`config.mk`:
```
export PLATFORM = sky130hd
export DESIGN_NAME = usb_word_bridge
export DESIGN_NICKNAME = d
export VERILOG_FILES = /design/src/rtl/usb_pkg.sv /design/src/rtl/usb_word_fifo.sv /design/src/rtl/usb_word_bridge.sv
export SDC_FILE = /design/constraint.sdc
export NUM_CORES = 1
export LEC_CHECK = 0
export CORE_UTILIZATION = 53
export CTS_BUF_LIST = sky130_fd_sc_hd__clkbuf_4 sky130_fd_sc_hd__clkbuf_8
export CTS_CLUSTER_SIZE = 28
export DETAILED_ROUTE_END_ITERATION = 8
export PLACE_DENSITY_LB_ADDON = 0.12
export SLEW_MARGIN = 20
export SYNTH_ARGS = -nofsm -noshare
export SYNTH_HDL_FRONTEND = slang
export SYNTH_SLANG_ARGS = --single-unit
```
`constraint.sdc`:
```
create_clock -name clk -period 3.1 [get_ports clk]
set_input_delay 0.62 -clock clk [delete_from_list [all_inputs] [get_ports clk]]
set_output_delay 0.62 -clock clk [all_outputs]
set_load 0.01 [all_outputs]
```
`src/rtl/usb_pkg.sv`:
```
// rtl/usb_pkg.sv - shared constants, TX state type and byte-lane mapping for usb_word_bridge
// Purpose : common definitions imported by usb_word_fifo and usb_word_bridge.
// Contents: BYTE_W, tx_state_t {TX_IDLE, TX_SHIFT}, lane_sel(idx, word_bytes).
// Macro   : USB_BRIDGE_MSB_FIRST_EN selects MSB-first lane order (default LSB-first).
package usb_pkg;

   localparam int BYTE_W = 8;

   typedef enum logic {
      TX_IDLE  = 1'b0,
      TX_SHIFT = 1'b1
   } tx_state_t;

   // Maps the position of a byte in the serial stream to its lane in the word.
   function automatic int lane_sel(input int idx, input int word_bytes);
`ifdef USB_BRIDGE_MSB_FIRST_EN
      return word_bytes - 1 - idx;
`else
      return (idx < word_bytes) ? idx : 0;
`endif
   endfunction

endpackage

```
`src/rtl/usb_word_fifo.sv`:
```
// rtl/usb_word_fifo.sv - RX word FIFO with push-while-full-and-popping support
// Purpose : small synchronous FIFO buffering assembled RX words.
// Ports   : clk, rst (sync, active-high), push/push_data, pop, rd_data (head),
//           empty, push_drop (push rejected because FIFO was full and not popping).
module usb_word_fifo #(
   parameter int W        = 32,
   parameter int RX_DEPTH = 4
) (
   input  logic         clk,
   input  logic         rst,
   input  logic         push,
   input  logic [W-1:0] push_data,
   input  logic         pop,
   output logic [W-1:0] rd_data,
   output logic         empty,
   output logic         push_drop
);

   localparam int AW = $clog2(RX_DEPTH);

   logic [W-1:0]  mem_q [RX_DEPTH];
   logic [W-1:0]  mem_d [RX_DEPTH];
   logic [AW-1:0] wr_ptr_q, wr_ptr_d;
   logic [AW-1:0] rd_ptr_q, rd_ptr_d;
   logic [AW:0]   cnt_q, cnt_d;
   logic          full, pop_ok, push_ok;

   assign empty   = (cnt_q == '0);
   assign full    = (cnt_q == (AW+1)'(RX_DEPTH));
   assign rd_data = mem_q[rd_ptr_q];

   always_comb begin
      mem_d    = mem_q;
      wr_ptr_d = wr_ptr_q;
      rd_ptr_d = rd_ptr_q;
      cnt_d    = cnt_q;
      pop_ok   = pop && !empty;
      // A pop in the same cycle frees the slot, so a full FIFO still accepts.
      push_ok   = push && (!full || pop_ok);
      push_drop = push && !push_ok;
      if (push_ok) begin
         mem_d[wr_ptr_q] = push_data;
         wr_ptr_d        = wr_ptr_q + 1'b1;
      end
      if (pop_ok) begin
         rd_ptr_d = rd_ptr_q + 1'b1;
      end
      case ({push_ok, pop_ok})
         2'b10:   cnt_d = cnt_q + 1'b1;
         2'b01:   cnt_d = cnt_q - 1'b1;
         default: cnt_d = cnt_q;
      endcase
   end

   always_ff @(posedge clk) begin
      if (rst) begin
         for (int i = 0; i < RX_DEPTH; i++) begin
            mem_q[i] <= '0;
         end
         wr_ptr_q <= '0;
         rd_ptr_q <= '0;
         cnt_q    <= '0;
      end else begin
         mem_q    <= mem_d;
         wr_ptr_q <= wr_ptr_d;
         rd_ptr_q <= rd_ptr_d;
         cnt_q    <= cnt_d;
      end
   end

endmodule

```
`src/rtl/usb_word_bridge.sv`:
```
// rtl/usb_word_bridge.sv - byte/word bridge between USB byte interface and stock datapath
// Purpose : RX assembles WORD_BYTES bytes into words buffered in usb_word_fifo;
//           TX serialises average_data into bytes under a byte_ack handshake.
// Ports   : clk, rst (sync, active-high);
//           RX: new_byte, data_in -> stock_data, data_ready, stock_ack, rx_overflow, ovf_clr;
//           TX: average_data, output_ready -> tx_busy, data_out, shift_out, byte_ack.
// Macro   : USB_BRIDGE_MSB_FIRST_EN selects MSB-first lane order (via usb_pkg::lane_sel).
module usb_word_bridge
   import usb_pkg::*;
#(
   parameter int WORD_BYTES = 4,
   parameter int RX_DEPTH   = 4
) (
   input  logic                         clk,
   input  logic                         rst,
   input  logic                         new_byte,
   input  logic [7:0]                   data_in,
   output logic [WORD_BYTES*BYTE_W-1:0] stock_data,
   output logic                         data_ready,
   input  logic                         stock_ack,
   output logic                         rx_overflow,
   input  logic                         ovf_clr,
   input  logic [WORD_BYTES*BYTE_W-1:0] average_data,
   input  logic                         output_ready,
   output logic                         tx_busy,
   output logic [7:0]                   data_out,
   output logic                         shift_out,
   input  logic                         byte_ack
);

   localparam int W  = WORD_BYTES * BYTE_W;
   localparam int IW = $clog2(WORD_BYTES);

   // ---------------- RX assembly ----------------
   logic [IW-1:0] bcnt_q, bcnt_d;
   logic [W-1:0]  asm_q, asm_d;
   logic          push, drop, fifo_empty;
   logic          ovf_q, ovf_d;

   always_comb begin
      asm_d  = asm_q;
      bcnt_d = bcnt_q;
      push   = 1'b0;
      if (new_byte) begin
         asm_d[lane_sel(int'(bcnt_q), WORD_BYTES)*BYTE_W +: BYTE_W] = data_in;
         if (bcnt_q == IW'(WORD_BYTES-1)) begin
            // asm_d already carries the final byte, so it is the word pushed.
            push   = 1'b1;
            bcnt_d = '0;
         end else begin
            bcnt_d = bcnt_q + 1'b1;
         end
      end
      ovf_d = ovf_q;
      if (ovf_clr) ovf_d = 1'b0;
      if (drop)    ovf_d = 1'b1;
   end

   usb_word_fifo #(
      .W        (W),
      .RX_DEPTH (RX_DEPTH)
   ) u_fifo (
      .clk       (clk),
      .rst       (rst),
      .push      (push),
      .push_data (asm_d),
      .pop       (stock_ack),
      .rd_data   (stock_data),
      .empty     (fifo_empty),
      .push_drop (drop)
   );

   assign data_ready  = !fifo_empty;
   assign rx_overflow = ovf_q;

   // ---------------- TX serialiser ----------------
   tx_state_t     state_q, state_d;
   logic [IW-1:0] idx_q, idx_d;
   logic [W-1:0]  word_q, word_d;
   logic [7:0]    dout_q, dout_d;

   always_comb begin
      state_d = state_q;
      idx_d   = idx_q;
      word_d  = word_q;
      dout_d  = dout_q;
      case (state_q)
         TX_IDLE: begin
            if (output_ready) begin
               word_d  = average_data;
               idx_d   = '0;
               dout_d  = average_data[lane_sel(0, WORD_BYTES)*BYTE_W +: BYTE_W];
               state_d = TX_SHIFT;
            end
         end
         TX_SHIFT: begin
            if (byte_ack) begin
               if (idx_q == IW'(WORD_BYTES-1)) begin
                  idx_d   = '0;
                  dout_d  = '0;
                  state_d = TX_IDLE;
               end else begin
                  idx_d  = idx_q + 1'b1;
                  // Pre-select the next lane so data_out is a plain register.
                  dout_d = word_q[lane_sel(int'(idx_q) + 1, WORD_BYTES)*BYTE_W +: BYTE_W];
               end
            end
         end
         default: state_d = TX_IDLE;
      endcase
   end

   assign tx_busy   = (state_q == TX_SHIFT);
   assign shift_out = (state_q == TX_SHIFT);
   assign data_out  = dout_q;

   always_ff @(posedge clk) begin
      if (rst) begin
         bcnt_q  <= '0;
         asm_q   <= '0;
         ovf_q   <= 1'b0;
         state_q <= TX_IDLE;
         idx_q   <= '0;
         word_q  <= '0;
         dout_q  <= '0;
      end else begin
         bcnt_q  <= bcnt_d;
         asm_q   <= asm_d;
         ovf_q   <= ovf_d;
         state_q <= state_d;
         idx_q   <= idx_d;
         word_q  <= word_d;
         dout_q  <= dout_d;
      end
   end

endmodule
```
==> metrics <==
Antenna Nets Post-Route=0; # rows=46; # H-tree levels=2; Initial DRC Count=697; Syn Area/Cell=9.46 um^2; Area contributors post-synth=dfxtp_1 48%, a211oi_1 8.4%, mux4_2 8.4%, a21oi_1 8.1%, nand2_1 4.9%; RePlAce Congestion=0.796; post_cts resized=0; n_diodes=0; WL/cell=19.1 um; Primary FF master, synth=dfxtp_1; VDD IR-drop max=0.000411 V; CP endpoint kind=primary output; CP arrival=2.29 ns; CTS Hold Bufs=0; worst hold path type=flop to flop; count of different cell masters after synthesis=39; first-pass GRT wire length=37200 um; fmax=344 MHz; Initial Utilization=54.2%; Crit Path Class=flop to primary output; max cap viols=0; clock sinks=205; RSZ-0062 raised after global routing=false; min Tclk post-route=2.91 ns; Root Buffer=clkbuf_8; fraction of layout cells with a size suffix above 1=15.4%; Longest Clk Path Bufs=3; final hold vios=0; Hold Slack=0.452 ns; Worst Max-Slew Pin Slew=1.06 ns; DRC=0; Layout Nets=1037; Final Max Tran Viols=0; final wirelength=23200 um; Setup Fix Bufs, Post-CTS=0; YS warnings=0; normalized max-slew margin=29.0%; Tot GR Track Use=28.5%; Via density=6.05; fin crit share=93.7%; CTS tree=done; run status=finished clean; Layout area overhead=21.1%; #FFs+latches synth=205; die area=16800 um^2; share of the synthesized area in the top cell type=47.6%; Layout Skew=0.0182 ns; ys async rst share=0%; cts bufs inserted=36; required time of the worst setup path=2.48 ns; most frequent cells in the layout=204 x dfxtp_1, 140 x a21oi_1, 113 x nand2_1; Synthesized Nets=970; Startpoint Class=flop; initial antenna violation count=0; Synth Cell Area=8610 um^2; commonest non-fill, non-tap cell in the layout=dfxtp_1; post-synth top area cell=dfxtp_1; DR pass1 iterations=4; HPWL after DPL=14200 um; Reg clk slew, reported paths=0.06 ns; Die Ht=129 um; EDFF count, synth=0; Die Span X=129 um; vias post-DR=7362; vias in the first global route=7223; Buffers on Ports=90; Worst Path Max Fanout=32; setup tns final=0 ns; P per Cell Area=539 nW/um^2; final setup violation count=0; sequential fraction of the synthesis area=47.6%; Pleak=3.49 nW; Syn Inst Count=911; largest net degree at the start of global routing=170; GRT overflow=0; clk_lat worst skew=0.52 ns; Top Ports=91; Filler Cell Count=1296; core area=15900 um^2
[worst paths after layout]
path | slack (ns) | to | startpoint | depth (start not counted)
hold / removal | 0.45 | word_q[0] | word_q[0] | 2
hold reg to reg | 0.45 | word_q[0] | word_q[0] | 2
setup / recovery | 0.19 | stock_data[3] | u_fifo.rd_ptr_q[0] | 3
setup reg to reg | 0.71 | u_fifo.cnt_q[2] | u_fifo.cnt_q[0] | 8
[worst max-delay path, stage by stage, from the launching register on]
cell and delay [ns]:
dfxtp_2 0.37, buf_12 0.29, mux4_2 0.59, clkdlybuf4s50_1 0.51
[layer usage]
metal / wire (um) / GRT usage (%)
met1: 9920 / 36.3
met3: 1300 / 4.91
met5: 0 / 0
met4: 548 / 11.3
met2: 11500 / 48.1
[state kept, by name (all words and copies together) (netlist names)]
| signal | count |
|---|---|
| rx_overflow | 1 |
| u_fifo.rd_ptr_q | 2 |
| asm_q | 24 |
| u_fifo.mem_q | 128 |
| word_q | 32 |
| u_fifo.cnt_q | 3 |
| data_out | 8 |
| bcnt_q | 2 |
| shift_out | 1 |
| idx_q | 2 |
| u_fifo.wr_ptr_q | 2 |
[logic make-up after synthesis]
kind of cell | share of synthesized area [%]
AO/OA/AOI/OAI | 23.3
adder cells (fa/ha/maj) | 1.83
AND/OR/NAND/NOR | 11.1
multiplexers | 10.6
flip-flops | 47.6
XOR/XNOR | 0.407
buffers and inverters | 5.14
[final cells by class]
| type | instances | area, um^2 | area share, % |
|---|---|---|---|
| Clock buffer | 57 | 716 | 6.86 |
| Clock inverter | 3 | 21.3 | 0.204 |
| Inverter | 10 | 37.5 | 0.360 |
| Multi-Input combinational cell | 601 | 4100 | 39.2 |
| Sequential cell | 205 | 4110 | 39.3 |
| Tap cell | 216 | 270 | 2.59 |
| Timing Repair Buffer | 124 | 1190 | 11.4 |
[metrics by stage]
stage	cell area (um^2)	worst slack, ns	std cells	utilization, %	power [W]
after floorplan	8610	0.315	911	-	0.00299
after global routing	10400	0.103	1216	65.7	0.00585
after global placement	9700	0.154	1156	61.1	0.00314
after detailed placement	9700	0.0476	1156	61.1	0.00316
final	10400	0.195	1216	65.7	0.00563
after CTS	10400	0.163	1216	65.7	0.00567
[power breakdown]
group | internal, W | switching, W | leakage, nW
Clock | 0.00146 | 0.00106 | 0.390
Sequential | 0.00268 | 0.0000292 | 1.66
Combinational | 0.000172 | 0.000221 | 1.44
[cells in the mapped netlist, types with 2 or more instances]
cell type  count
a21oi_1      140
and3_1         4
a32oi_1       24
nand2_1      113
a211oi_1      96
nand3_1       18
nor2_1        37
mux2_2        17
nand4_1        6
nor3b_1        2
nor2b_1        4
or3_1          4
o22ai_1       28
buf_1          6
mux4_2        32
xor2_1         3
ha_1          11
a31oi_1        8
clkbuf_1      62
o21ai_0       23
inv_1         10
dfxtp_1      205
buf_2         24
buf_6          2
and2_1        18
(Power assumes the default switching activity.)
